--- config.mk ---
export PLATFORM = sky130hd
export DESIGN_NAME = boot_load_sequencer
export DESIGN_NICKNAME = d
export VERILOG_FILES = /design/src/rtl/boot_load_sequencer.sv
export SDC_FILE = /design/constraint.sdc
export NUM_CORES = 1
export LEC_CHECK = 0
export ABC_AREA = 1
export CAP_MARGIN = 20
export CORE_ASPECT_RATIO = 1.1
export CORE_MARGIN = 4
export CORE_UTILIZATION = 40
export CTS_BUF_LIST = sky130_fd_sc_hd__clkbuf_4
export CTS_CLUSTER_SIZE = 14
export DETAILED_ROUTE_END_ITERATION = 6
export HOLD_SLACK_MARGIN = 0.05
export PLACE_DENSITY_LB_ADDON = 0.1
export RECOVER_POWER = 100
export SETUP_SLACK_MARGIN = 0.15
export SYNTH_ARGS = -nofsm -noshare
export SYNTH_HDL_FRONTEND = slang
export SYNTH_SLANG_ARGS = --single-unit
--- constraint.sdc ---
create_clock -name clk27mhz -period 1.9 [get_ports clk27mhz]
set_input_delay 0.38 -clock clk27mhz [delete_from_list [all_inputs] [get_ports clk27mhz]]
set_output_delay 0.38 -clock clk27mhz [all_outputs]
set_load 0.01 [all_outputs]
--- src/rtl/boot_load_sequencer.sv ---
// boot_load_sequencer: system bring-up sequencer and owner of the main-memory request port.
// The sequencer walks RESET -> MEM_WAIT -> LOAD -> RUN. During LOAD it turns the SD loader's
// word handshake into addressed memory writes. In RUN it bridges single CPU accesses to memory.
// Optional feature: define BOOT_TIMEOUT_EN to enable the loader idle timeout (TIMEOUT_CYC).
// When that macro is undefined there is no idle counter, boot_err_o is tied low and LOAD
// waits indefinitely.
module boot_load_sequencer #(
    parameter logic [31:0] BASE_ADDR = 32'h0000_0000,
    parameter logic [31:0] BIN_SIZE  = 32'h0001_0000,
    parameter int unsigned RST_HOLD  = 16
`ifdef BOOT_TIMEOUT_EN
    ,
    parameter logic [31:0] TIMEOUT_CYC = 32'd27_000_000
`endif
) (
    input  logic        clk27mhz,
    input  logic        resetn,
    input  logic        mem_calib_done_i,
    input  logic        ld_we_i,
    input  logic [31:0] ld_data_i,
    input  logic        ld_done_i,
    output logic [2:0]  main_init_state_o,
    output logic [7:0]  ctrl_state_o,
    output logic        cpu_rstn_o,
    input  logic        cpu_req_i,
    input  logic        cpu_we_i,
    input  logic [31:0] cpu_addr_i,
    input  logic [31:0] cpu_wdata_i,
    input  logic [3:0]  cpu_be_i,
    output logic [31:0] cpu_rdata_o,
    output logic        cpu_ack_o,
    output logic        mem_req_o,
    output logic        mem_we_o,
    output logic [31:0] mem_addr_o,
    output logic [31:0] mem_wdata_o,
    output logic [3:0]  mem_be_o,
    input  logic [31:0] mem_rdata_i,
    input  logic        mem_ack_i,
    output logic [31:0] words_loaded_o,
    output logic        load_ovf_o,
    output logic        boot_err_o
);

    typedef enum logic [2:0] {
        StReset   = 3'd0,
        StMemWait = 3'd1,
        StLoad    = 3'd3,
        StRun     = 3'd4,
        StErr     = 3'd7
    } init_state_e;

    typedef enum logic [7:0] {
        CtrlIdle     = 8'd0,
        CtrlIssue    = 8'd1,
        CtrlComplete = 8'd2
    } ctrl_state_e;

    // Number of words that fit in the image; mem_addr saturates at BASE_ADDR + BIN_SIZE.
    localparam logic [31:0] WordLimit = BIN_SIZE >> 2;

    init_state_e state_q;
    ctrl_state_e ctrl_q;
    logic [31:0] hold_cnt_q;
    logic        cpu_rstn_q;
    logic        mem_req_q;
    logic        mem_we_q;
    logic [31:0] mem_addr_q;
    logic [31:0] mem_wdata_q;
    logic [3:0]  mem_be_q;
    logic        cpu_ack_q;
    logic [31:0] cpu_rdata_q;
    logic [31:0] words_q;
    logic        ovf_q;
`ifdef BOOT_TIMEOUT_EN
    logic [31:0] idle_cnt_q;
    logic        boot_err_q;
`endif

    // Init FSM, loader handshake and CPU bridge; all outputs are registered here.
    always_ff @(posedge clk27mhz) begin
        if (!resetn) begin
            state_q     <= StReset;
            ctrl_q      <= CtrlIdle;
            hold_cnt_q  <= '0;
            cpu_rstn_q  <= 1'b0;
            mem_req_q   <= 1'b0;
            mem_we_q    <= 1'b0;
            mem_addr_q  <= BASE_ADDR;
            mem_wdata_q <= '0;
            mem_be_q    <= '0;
            cpu_ack_q   <= 1'b0;
            cpu_rdata_q <= '0;
            words_q     <= '0;
            ovf_q       <= 1'b0;
`ifdef BOOT_TIMEOUT_EN
            idle_cnt_q  <= '0;
            boot_err_q  <= 1'b0;
`endif
        end else begin
            cpu_ack_q  <= 1'b0;
            // Released one cycle after RUN is entered, never from ERR.
            cpu_rstn_q <= (state_q == StRun);

            case (state_q)
                StReset: begin
                    if (hold_cnt_q + 32'd1 >= RST_HOLD) begin
                        state_q <= StMemWait;
                    end else begin
                        hold_cnt_q <= hold_cnt_q + 32'd1;
                    end
                end

                StMemWait: begin
                    if (mem_calib_done_i) begin
                        state_q <= StLoad;
`ifdef BOOT_TIMEOUT_EN
                        idle_cnt_q <= '0;
`endif
                    end
                end

                StLoad: begin
                    case (ctrl_q)
                        CtrlIdle: begin
                            // A pending word always wins over ld_done so it is written first.
                            if (ld_we_i) begin
                                if (words_q == WordLimit) begin
                                    ovf_q  <= 1'b1;
                                    ctrl_q <= CtrlComplete;
                                end else begin
                                    mem_wdata_q <= ld_data_i;
                                    mem_req_q   <= 1'b1;
                                    mem_we_q    <= 1'b1;
                                    mem_be_q    <= 4'hF;
                                    ctrl_q      <= CtrlIssue;
                                end
`ifdef BOOT_TIMEOUT_EN
                                idle_cnt_q <= '0;
`endif
                            end else if (ld_done_i) begin
                                state_q <= StRun;
                            end
`ifdef BOOT_TIMEOUT_EN
                            else if (idle_cnt_q + 32'd1 >= TIMEOUT_CYC) begin
                                state_q    <= StErr;
                                boot_err_q <= 1'b1;
                            end else begin
                                idle_cnt_q <= idle_cnt_q + 32'd1;
                            end
`endif
                        end
                        CtrlIssue: begin
                            if (mem_ack_i) begin
                                mem_req_q  <= 1'b0;
                                mem_addr_q <= mem_addr_q + 32'd4;
                                words_q    <= words_q + 32'd1;
                                ctrl_q     <= CtrlComplete;
                            end
                        end
                        CtrlComplete: begin
                            // Wait for the loader to drop its level so one word = one write.
                            if (!ld_we_i) begin
                                ctrl_q <= CtrlIdle;
                            end
                        end
                        default: ctrl_q <= CtrlIdle;
                    endcase
                end

                StRun: begin
                    if (mem_req_q) begin
                        if (mem_ack_i) begin
                            mem_req_q   <= 1'b0;
                            cpu_rdata_q <= mem_rdata_i;
                            cpu_ack_q   <= 1'b1;
                        end
                    end else if (cpu_req_i && !cpu_ack_q) begin
                        // Requester still holds req during the ack cycle; do not re-issue it.
                        mem_req_q   <= 1'b1;
                        mem_we_q    <= cpu_we_i;
                        mem_addr_q  <= cpu_addr_i;
                        mem_wdata_q <= cpu_wdata_i;
                        mem_be_q    <= cpu_be_i;
                    end
                end

                StErr: begin
                    state_q <= StErr;
                end

                default: state_q <= StReset;
            endcase
        end
    end

    assign main_init_state_o = state_q;
    assign ctrl_state_o      = ctrl_q;
    assign cpu_rstn_o        = cpu_rstn_q;
    assign mem_req_o         = mem_req_q;
    assign mem_we_o          = mem_we_q;
    assign mem_addr_o        = mem_addr_q;
    assign mem_wdata_o       = mem_wdata_q;
    assign mem_be_o          = mem_be_q;
    assign cpu_ack_o         = cpu_ack_q;
    assign cpu_rdata_o       = cpu_rdata_q;
    assign words_loaded_o    = words_q;
    assign load_ovf_o        = ovf_q;
`ifdef BOOT_TIMEOUT_EN
    assign boot_err_o        = boot_err_q;
`else
    assign boot_err_o        = 1'b0;
`endif

endmodule

# Yosys cells after proc, flatten, opt, wreduce, memory -nomap -nowiden
# Cells that the tools add are included.
# W data, S select, Z words.
[totals]
romBits = 0
latch_bits = 0
ff_bits = 180
memories = 0
ram_bits = 0
inputBits = 140
[op_classes]
div = 0
n_mul = 0
reduce_logical = 15
n_bitwise = 2
magnitude_cmp = 1
eq_ne = 25
muxes = 41
add_sub_neg = 3
shifts = 0
[op_table]
columns = ["operator", "n"]
rows = [
  ["$mux W32", 9],
  ["$pmux W32 S2", 2],
  ["$add A32 B1 Y32 const B", 2],
  ["$add A32 B3 Y32 const B", 1],
  ["$eq A32 B15 Y1 const B", 1],
  ["$ge A32 B5 Y1 const B", 1],
  ["$mux W8", 3],
  ["$pmux W8 S3", 1],
  ["$ne A2 B2 Y1 const B", 11],
  ["$mux W4", 5],
  ["$mux W3", 5],
  ["$pmux W3 S5", 1],
  ["$reduce_and A6 Y1", 2],
  ["$mux W1", 10],
  ["$reduce_and A5 Y1", 2],
  ["$ne A3 B3 Y1 const B", 3],
  ["$reduce_and A3 Y1", 3],
  ["$eq A8 B1 Y1 const B", 1],
  ["$eq A8 B2 Y1 const B", 1],
  ["$logic_not A8 Y1", 1],
  ["$pmux W4 S2", 1],
  ["$reduce_and A4 Y1", 2],
  ["$eq A3 B3 Y1 const B", 2],
  ["$ne A2 B1 Y1 const B", 3],
  ["11 further kinds", 14],
]

# Logic depth before layout (Yosys ltp)
# Gate-level depths: netlist of the first run.
[logic_depth]
ltp_word = 5
mapped_depth = 16
mapped_depth_nobuf = 15

# Worst setup path after synthesis of the first run
# Ideal clock, no wire load.
[synth_timing]
kind = "register -> register"
startpoint = "register hold_cnt_q[1]"
endpoint = "register hold_cnt_q[10]"
required_ns = 1.770
stages_incl_launch_ff = 16
setup_time_ns = 0.130
arrival_ns = 1.867
slack_ns = -0.098
period_less_slack_ns = 1.998
cell_sequence = "dfxtp_1 ha_1 inv_1 nor2_2 nand2_2 clkinv_2 nand2_1 nand2_1 nand3_1 nor2_1 nand2_1 nor2_2 nand3_4 inv_4 buf_4 nor3_1"
[synth_between]
elab_chain_cells = 4
[synth_lines]
columns = ["element", "line", "source"]
rows = [
  ["start: declaration", "63", "logic [31:0] hold_cnt_q;"],
  ["start signal: assignment", "109", "hold_cnt_q <= hold_cnt_q + 32'd1;"],
  ["$add A32 B1 Y32 *", "106, 109", ""],
  ["$ge A32 B5 Y1", "106", "if (hold_cnt_q + 32'd1 >= RST_HOLD) begin"],
  ["$not A1 Y1 (no source line)", "--", ""],
  ["$reduce_and A2 Y1 (no source line)", "--", ""],
]
# Mark *: on every way between the ends. The rest lies on a longest branch, timed or not.
# A chain may end at the register's enable or synchronous reset.

# Final worst setup path of the first run
[layout_timing]
startpoint = "register hold_cnt_q[1]"
endpoint = "register hold_cnt_q[31]"
# Same word-level chain as after synthesis.

==> key figures, run 1 <==
Clock network
  – CTS tree: built
  – Clock root buffer: clkbuf_4
  – Clk buf depth: 2
  – Reg clk slew, reported paths: 170 ps
  – Total CTS buffers: 17
  – Clock latency on the worst-skew pair: 610 ps
  – Clk sinks: 174
  – H-tree depth: 4

Synth
  – Synth cell types: between 40 and 50
  – Post-Syn Instances: 1393
  – Post-synth EDFFs: 0
  – Mean post-synth cell area: about 6.5 um^2
  – Dominant cell type by area after synthesis: dfxtp_1
  – Top-area cell type share of the netlist area: 0.387
  – Synthesized flop and latch total: ~170
  – Post-synthesis sequential area ratio: 0.387
  – Asr flop ratio synth: 0
  – Yosys warning count: 0
  – Synth Flop Type: dfxtp_1
  – Synth Cell Area: between 8000 and 9000 um^2
  – Area contributors post-synth: dfxtp_1 39%, nand2_1 14%, nor2_1 8.4%, o21ai_0 6.9%, inv_1 6.6%

Global route
  – GRT Max-Usage Layer: met2
  – Remaining Overflow, GRT: 0
  – First-pass GRT wire length: 50800 um
  – Vias in the first global route: around 10000
  – Antenna violations before repair: 2
  – Met2 usage: 0.459
  – Total GRT Usage: 0.254
  – Largest net degree at the start of global routing: between 50 and 60
  – M1 GR Usage: 0.282
  – Met3 GRT Util: 0.0729

Run status
  – Failing checks: setup timing
  – Status: finished, violations left

Finish
  – Layout cells sized above 1: 0.342
  – Area delta synth->final: 76.1%
  – Commonest non-fill, non-tap cells in the layout: 306 x nand2_1, 156 x buf_4, 146 x inv_1, 141 x nor2_1, 138 x clkdlybuf4s50_1
  – Fin nets: between 2000 and 2500
  – Commonest non-fill, non-tap cell in the layout: nand2_1
  – Post-Route Utilization: 0.716

Setup path
  – CP peak stage delay: roughly 400 ps
  – Crit Path Max Fanout: 9
  – WS Path Type: flop to flop
  – Worst Path Required: between 2000 and 2500 ps
  – Critical Path Source Type: flop
  – Slowest-stage cell, CP: dfxtp_4
  – Critical Path AT: approximately 2700 ps
  – Crit end category: flop
  – CP bufs+invs: 4
  – Critical path's top delay family: simple AND/OR/NAND/NOR gates
  – CP Cell Sequence: ha_4 -> inv_4 -> nor2_4 -> buf_4 -> nand2_1 -> nand3_1 -> nor2_1 -> nand2_1 -> nor2_1 -> nand3_1 -> nor2_4 -> nand3_4 -> clkinv_8 -> buf_12 -> nor3_4

Timing
  – Min Clock Period, post-route: between 2000 and 2500 ps
  – Post-route setup TNS: -20290 ps
  – Fin. max-slew vios: 0
  – Fin crit share: 1.15
  – Slew headroom: 0.487
  – Setup Viol. Count Final: 119
  – Final setup margin: -284 ps
  – Max Fclk: 458 MHz
  – RSZ-0062 raised after global routing: yes
  – Worst Skew: 31.1 ps
  – Final hold viol count: 0
  – Pin slew with the least headroom to its limit: 770 ps

Placed design
  – Gpl congestion: around 0.90
  – Worst slack, placed: -379 ps
  – Port Buffers: 281
  – DP HPWL: 23100 um

Worst hold path
  – Class of the worst hold path: input port to flop

Die
  – Die height: 165 um
  – Die X: about 150 um
  – Area of the core: 22100 um^2
  – I/O pin cnt: 289
  – Initial Util: 0.407
  – DIE AREA: 25000 um^2
  – Rows: 57

Pwr
  – Total power after layout: 0.0134 W
  – Power Density: 848 nW/um^2
  – P_leak: 6.98 nW
  – VDD IR-drop max: about 0.7 mV

Drt
  – Vias per cell: slightly above 5
  – Drt first pass iters: 5
  – DR vias: 11045
  – Post-route ant nets: 0
  – Drt drc: 0
  – WL/cell: roughly 16 um
  – Final wirelength: roughly 35000 um
  – Initial DRC count: 581

Flow run
  – MaxCap Viol Count: 0
-- layout make-up --
| cell class | instances | area [um^2] |
|---|---|---|
| Fill cell | 1801 | 6270 |
| Multi-Input combinational cell | 1000 | 5850 |
| Timing Repair Buffer | 519 | 5050 |
| Sequential cell | 174 | 3640 |
| Inverter | 162 | 649 |
| Tap cell | 295 | 369 |
| Clock inverter | 15 | 150 |
| Clock buffer | 17 | 128 |
| Antenna cell | 2 | 5.00 |
-- where the power goes --
| part | switching [W] | total (W) | internal (W) |
|---|---|---|---|
| Sequential | 0.000352 | 0.00440 | 0.00405 |
| Clock | 0.00156 | 0.00215 | 0.000586 |
| Combinational | 0.00343 | 0.00689 | 0.00345 |
| Total | 0.00535 | 0.0134 | 0.00809 |
-- Yosys cell counts (2+ instances only) --
cell type / n
nand2_1: 336
nor2_1: 201
dfxtp_1: 174
inv_1: 157
o21ai_0: 124
a21oi_1: 92
nand3_1: 70
nor3_1: 61
clkbuf_1: 50
nand4_1: 16
nor4_1: 11
xor2_1: 11
buf_4: 9
nor2_2: 9
a31oi_1: 6
a211oi_1: 5
ha_1: 4
nand2_2: 4
nor2_4: 4
o211ai_1: 4
o22ai_1: 4
or2_2: 4
a221oi_1: 3
nand3b_1: 3
o21a_1: 3
buf_1: 2
clkinv_1: 2
nand3_4: 2
nor3b_1: 2
xnor2_1: 2
-- worst register-to-register path, cell delays in order, from the launching register on --
cell	delay (ps)
dfxtp_4	400
ha_4	180
inv_4	60
nor2_4	50
buf_4	140
nand2_1	50
nand3_1	70
nor2_1	190
nand2_1	80
nor2_1	100
nand3_1	120
nor2_4	140
nand3_4	160
clkinv_8	150
buf_12	150
nor3_4	50
-- metrics by stage --
stage | instances | cell area, um^2 | hold WS [ps]
floorplan | 1399 | 9330 | 447
global placement | 2081 | 13600 | 430
detailed placement | 2081 | 13600 | 435
CTS | 2151 | 14900 | 183
global route | 2183 | 15800 | 199
finish | 2184 | 15800 | 218
-- routing by layer --
layer / vias to the layer above / part of all wire
met2: 401 / 0.51
li1: 5483 / -
met1: 5094 / 0.38
met5: - / 0
met3: 67 / 0.080
met4: 0 / 0.030
-- path summary, 6_finish.rpt --
path	start	to	slack [ps]	depth (start not counted)
max	hold_cnt_q[1]	hold_cnt_q[31]	-280	15
min	resetn	words_loaded_o[16]	220	3
max reg2reg	hold_cnt_q[1]	hold_cnt_q[31]	-280	15
min reg2reg	cpu_rdata_o[19]	cpu_rdata_o[19]	450	2
-- sequential cells by signal, summed over array words and instances (netlist names) --
register           count
ctrl_state_o           2
cpu_rstn_o             1
main_init_state_o      3
hold_cnt_q            32
load_ovf_o             1
mem_be_o               4
mem_addr_o            32
words_loaded_o        32
mem_we_o               1
cpu_ack_o              1
mem_req_o              1
cpu_rdata_o           32
mem_wdata_o           32
-- timing repair --
item,in CTS,in global routing
gates cloned,10,5
buffers inserted,28,26
resized for setup,452,248
setup endpoints to repair,259,188
pin swaps,60,87
hold buffers,0,0
-- logic make-up after synthesis --
group / Yosys count / synth area share
and+or+nand+nor: 729 / 0.349
AOI/OAI and AO/OA: 247 / 0.146
buffers and inverters: 225 / 0.0994
DFF: 174 / 0.387
xor gates and xnor gates: 13 / 0.0127
adders and majority gates: 4 / 0.00556
other: 1 / 0.000417
Note: power is estimated with default switching activity, not from simulation.
==> run 2, diff against run 1 <==
- clock period: 1.9 -> 2.7 ns (I/O delays scaled with it)
==> key figures, run 2 (synthesis results as in run 1) <==
Setup path
  – WS Path Type: flop to flop
  – Critical Path Source Type: flop
  – Worst Path Required: 3130 ps (+750 ps)
  – Crit Path Max Fanout: 11 (+2)
  – Critical Path AT: 2750 ps (+80 ps)
  – CP Cell Sequence: nand2_1 -> nor2_1 -> nand2_1 -> nor2_2 -> nand2_1 -> nand2_1 -> nand2_1 -> nor2_1 -> nand2_1 -> nor2_1 -> nand3_4 -> inv_6 -> buf_4 -> nor3_1
  – Crit end category: flop
  – CP peak stage delay: 440 ps (+40 ps)
  – Most used cell, CP: nand2_1
  – Slowest-stage cell, CP: dfxtp_1

Timing
  – Fin. max-slew vios: 0 (unchanged)
  – Final hold viol count: 0 (unchanged)
  – Final setup margin: 373 ps (+657 ps)
  – Post-route setup TNS: 0 ps (+20290 ps)
  – Min Clock Period, post-route: 2330 ps (+143 ps)
  – Pin slew with the least headroom to its limit: 917 ps (+147 ps)
  – RSZ-0062 raised after global routing: yes
  – Worst Skew: 28.4 ps (-2.61 ps)
  – Fin crit share: 0.862 (-0.288)
  – Setup Viol. Count Final: 0 (-100%)
  – Slew headroom: 0.389 (-0.0977)
  – Max Fclk: 430 MHz (-6.2%)

Clock network
  – Clock root buffer: clkbuf_4
  – Clock latency on the worst-skew pair: 570 ps (-40 ps)
  – Clk sinks: 174 (unchanged)
  – H-tree depth: 4 (unchanged)
  – CTS tree: built
  – # hold bufs at CTS: 0 (unchanged)
  – Total CTS buffers: 17 (unchanged)
  – Clk buf depth: 2 (unchanged)
  – Reg clk slew, reported paths: 160 ps (about the same)

Placed design
  – DP HPWL: 22100 um (-4.6%)
  – Gpl congestion: 0.899 (+0.35%)
  – Port Buffers: 281 (unchanged)
  – Worst slack, placed: 72.9 ps (+451 ps)

Worst hold path
  – Class of the worst hold path: flop to flop

Finish
  – Commonest non-fill, non-tap cell in the layout: nand2_1
  – Commonest non-fill, non-tap cells in the layout: 336 x nand2_1, 200 x nor2_1, 173 x dfxtp_1, 156 x inv_1, 142 x dlygate4sd3_1
  – Fin nets: 1798 (-11%)
  – # fillers: 2252 (+25%)
  – Area delta synth->final: 37.6%
  – Layout cells sized above 1: 0.0504 (-0.291)

Run status
  – Status: complete, no violations

Drt
  – Post-route ant nets: 0 (unchanged)
  – Vias per cell: 4.89 (-3.3%)
  – Final wirelength: 29000 um (-17%)
  – DR vias: 9599 (-13%)
  – Drt first pass iters: 5 (unchanged)
  – WL/cell: 14.8 um (-7.8%)
  – Drt drc: 0 (unchanged)
  – Initial DRC count: 467 (-20%)

Pwr
  – P_leak: 5.10 nW (-27%)
  – Power Density: 577 nW/um^2 (-32%)
  – Psw: 0.00273 W (-49%)
  – Comb pwr share: 0.363 (-0.150)
  – Clock network power share: 0.218 (+0.058)
  – VDD IR-drop max: 0.327 mV (-53%)
  – Sequential Power Share: 0.419 (+0.092)
  – Sw Ratio: 0.382 (-0.0161)
  – Int Pwr: 0.00442 W (-45%)

Global route
  – Total GRT Usage: 0.234 (-0.0200)
  – Remaining Overflow, GRT: 0 (unchanged)
  – Largest net degree at the start of global routing: 99 (+74%)
  – First-pass GRT wire length: 46700 um (-8.2%)
  – Antenna violations before repair: 1 (-1)
  – Vias in the first global route: 9202 (-12%)

Die
  – Die height: 165 um (unchanged)
  – Area of the core: 22100 um^2 (unchanged)
  – I/O pin cnt: 289 (unchanged)
  – Die X: 151 um (unchanged)
  – DIE AREA: 25000 um^2 (unchanged)
  – Initial Util: 0.407 (unchanged)
  – Rows: 57 (unchanged)

Flow run
  – MaxCap Viol Count: 0 (unchanged)
-- run 2: metal layers --
| layer | GRT usage | vias up | wire [um] |
|---|---|---|---|
| met4 | 0.0627 | 0 | 524 |
| met2 | 0.404 | 248 | 14200 |
| li1 | - | 5006 | - |
| met1 | 0.279 | 4318 | 12200 |
| met5 | 0 | - | 0 |
| met3 | 0.0791 | 27 | 2090 |
-- run 2: cell type report --
class | count | area (um^2) | area share
Tap cell | 295 | 369 | 0.0298
Clock inverter | 15 | 159 | 0.0128
Multi-Input combinational cell | 1000 | 4660 | 0.376
Sequential cell | 174 | 3480 | 0.281
Inverter | 162 | 614 | 0.0496
Clock buffer | 17 | 128 | 0.0103
Antenna cell | 1 | 2.50 | 0.000202
Timing Repair Buffer | 299 | 2960 | 0.239
-- run 2: final timing paths --
check	startpoint	to	slack [ps]	cells after the start
hold reg to reg	cpu_rdata_o[10]	cpu_rdata_o[10]	450	2
hold / removal	cpu_rdata_o[10]	cpu_rdata_o[10]	450	2
setup reg to reg	hold_cnt_q[13]	hold_cnt_q[4]	370	14
setup / recovery	hold_cnt_q[13]	hold_cnt_q[4]	370	14
-- run 2: power groups by stage --
stage / Clock (W) / Sequential, W / Combinational (W)
2_1_floorplan: 0 / 0.00314 / 0.00145
3_3_place_gp: 0 / 0.00305 / 0.00269
3_5_place_dp: 0 / 0.00306 / 0.00271
4_1_cts: 0.00160 / 0.00301 / 0.00272
5_1_grt: 0.00170 / 0.00303 / 0.00292
6_report: 0.00156 / 0.00299 / 0.00259
-- run 2: critical path: cells and delay by family, from the launching register on --
family,cells,cell delay (ps)
and+or+nand+nor,12,1450
DFF,1,440
buffers and inverters,2,330
-- run 2: stage by stage --
step / util / hold slack, ps / cell area (um^2) / cells / power [W]
after global placement: 0.547 / 431 / 12100 / 1930 / 0.00574
after CTS: 0.560 / 457 / 12400 / 1962 / 0.00733
after detailed placement: 0.547 / 436 / 12100 / 1930 / 0.00577
after floorplan: - / 437 / 9020 / 1399 / 0.00460
after global routing: 0.560 / 470 / 12400 / 1963 / 0.00765
final: 0.560 / 451 / 12400 / 1963 / 0.00714
-- run 2: repair_timing --
action	4_1_cts	5_1_grt
resized for setup	0	7
setup endpoints to repair	0	27
hold endpoints to repair	0	0
setup buffers	0	0
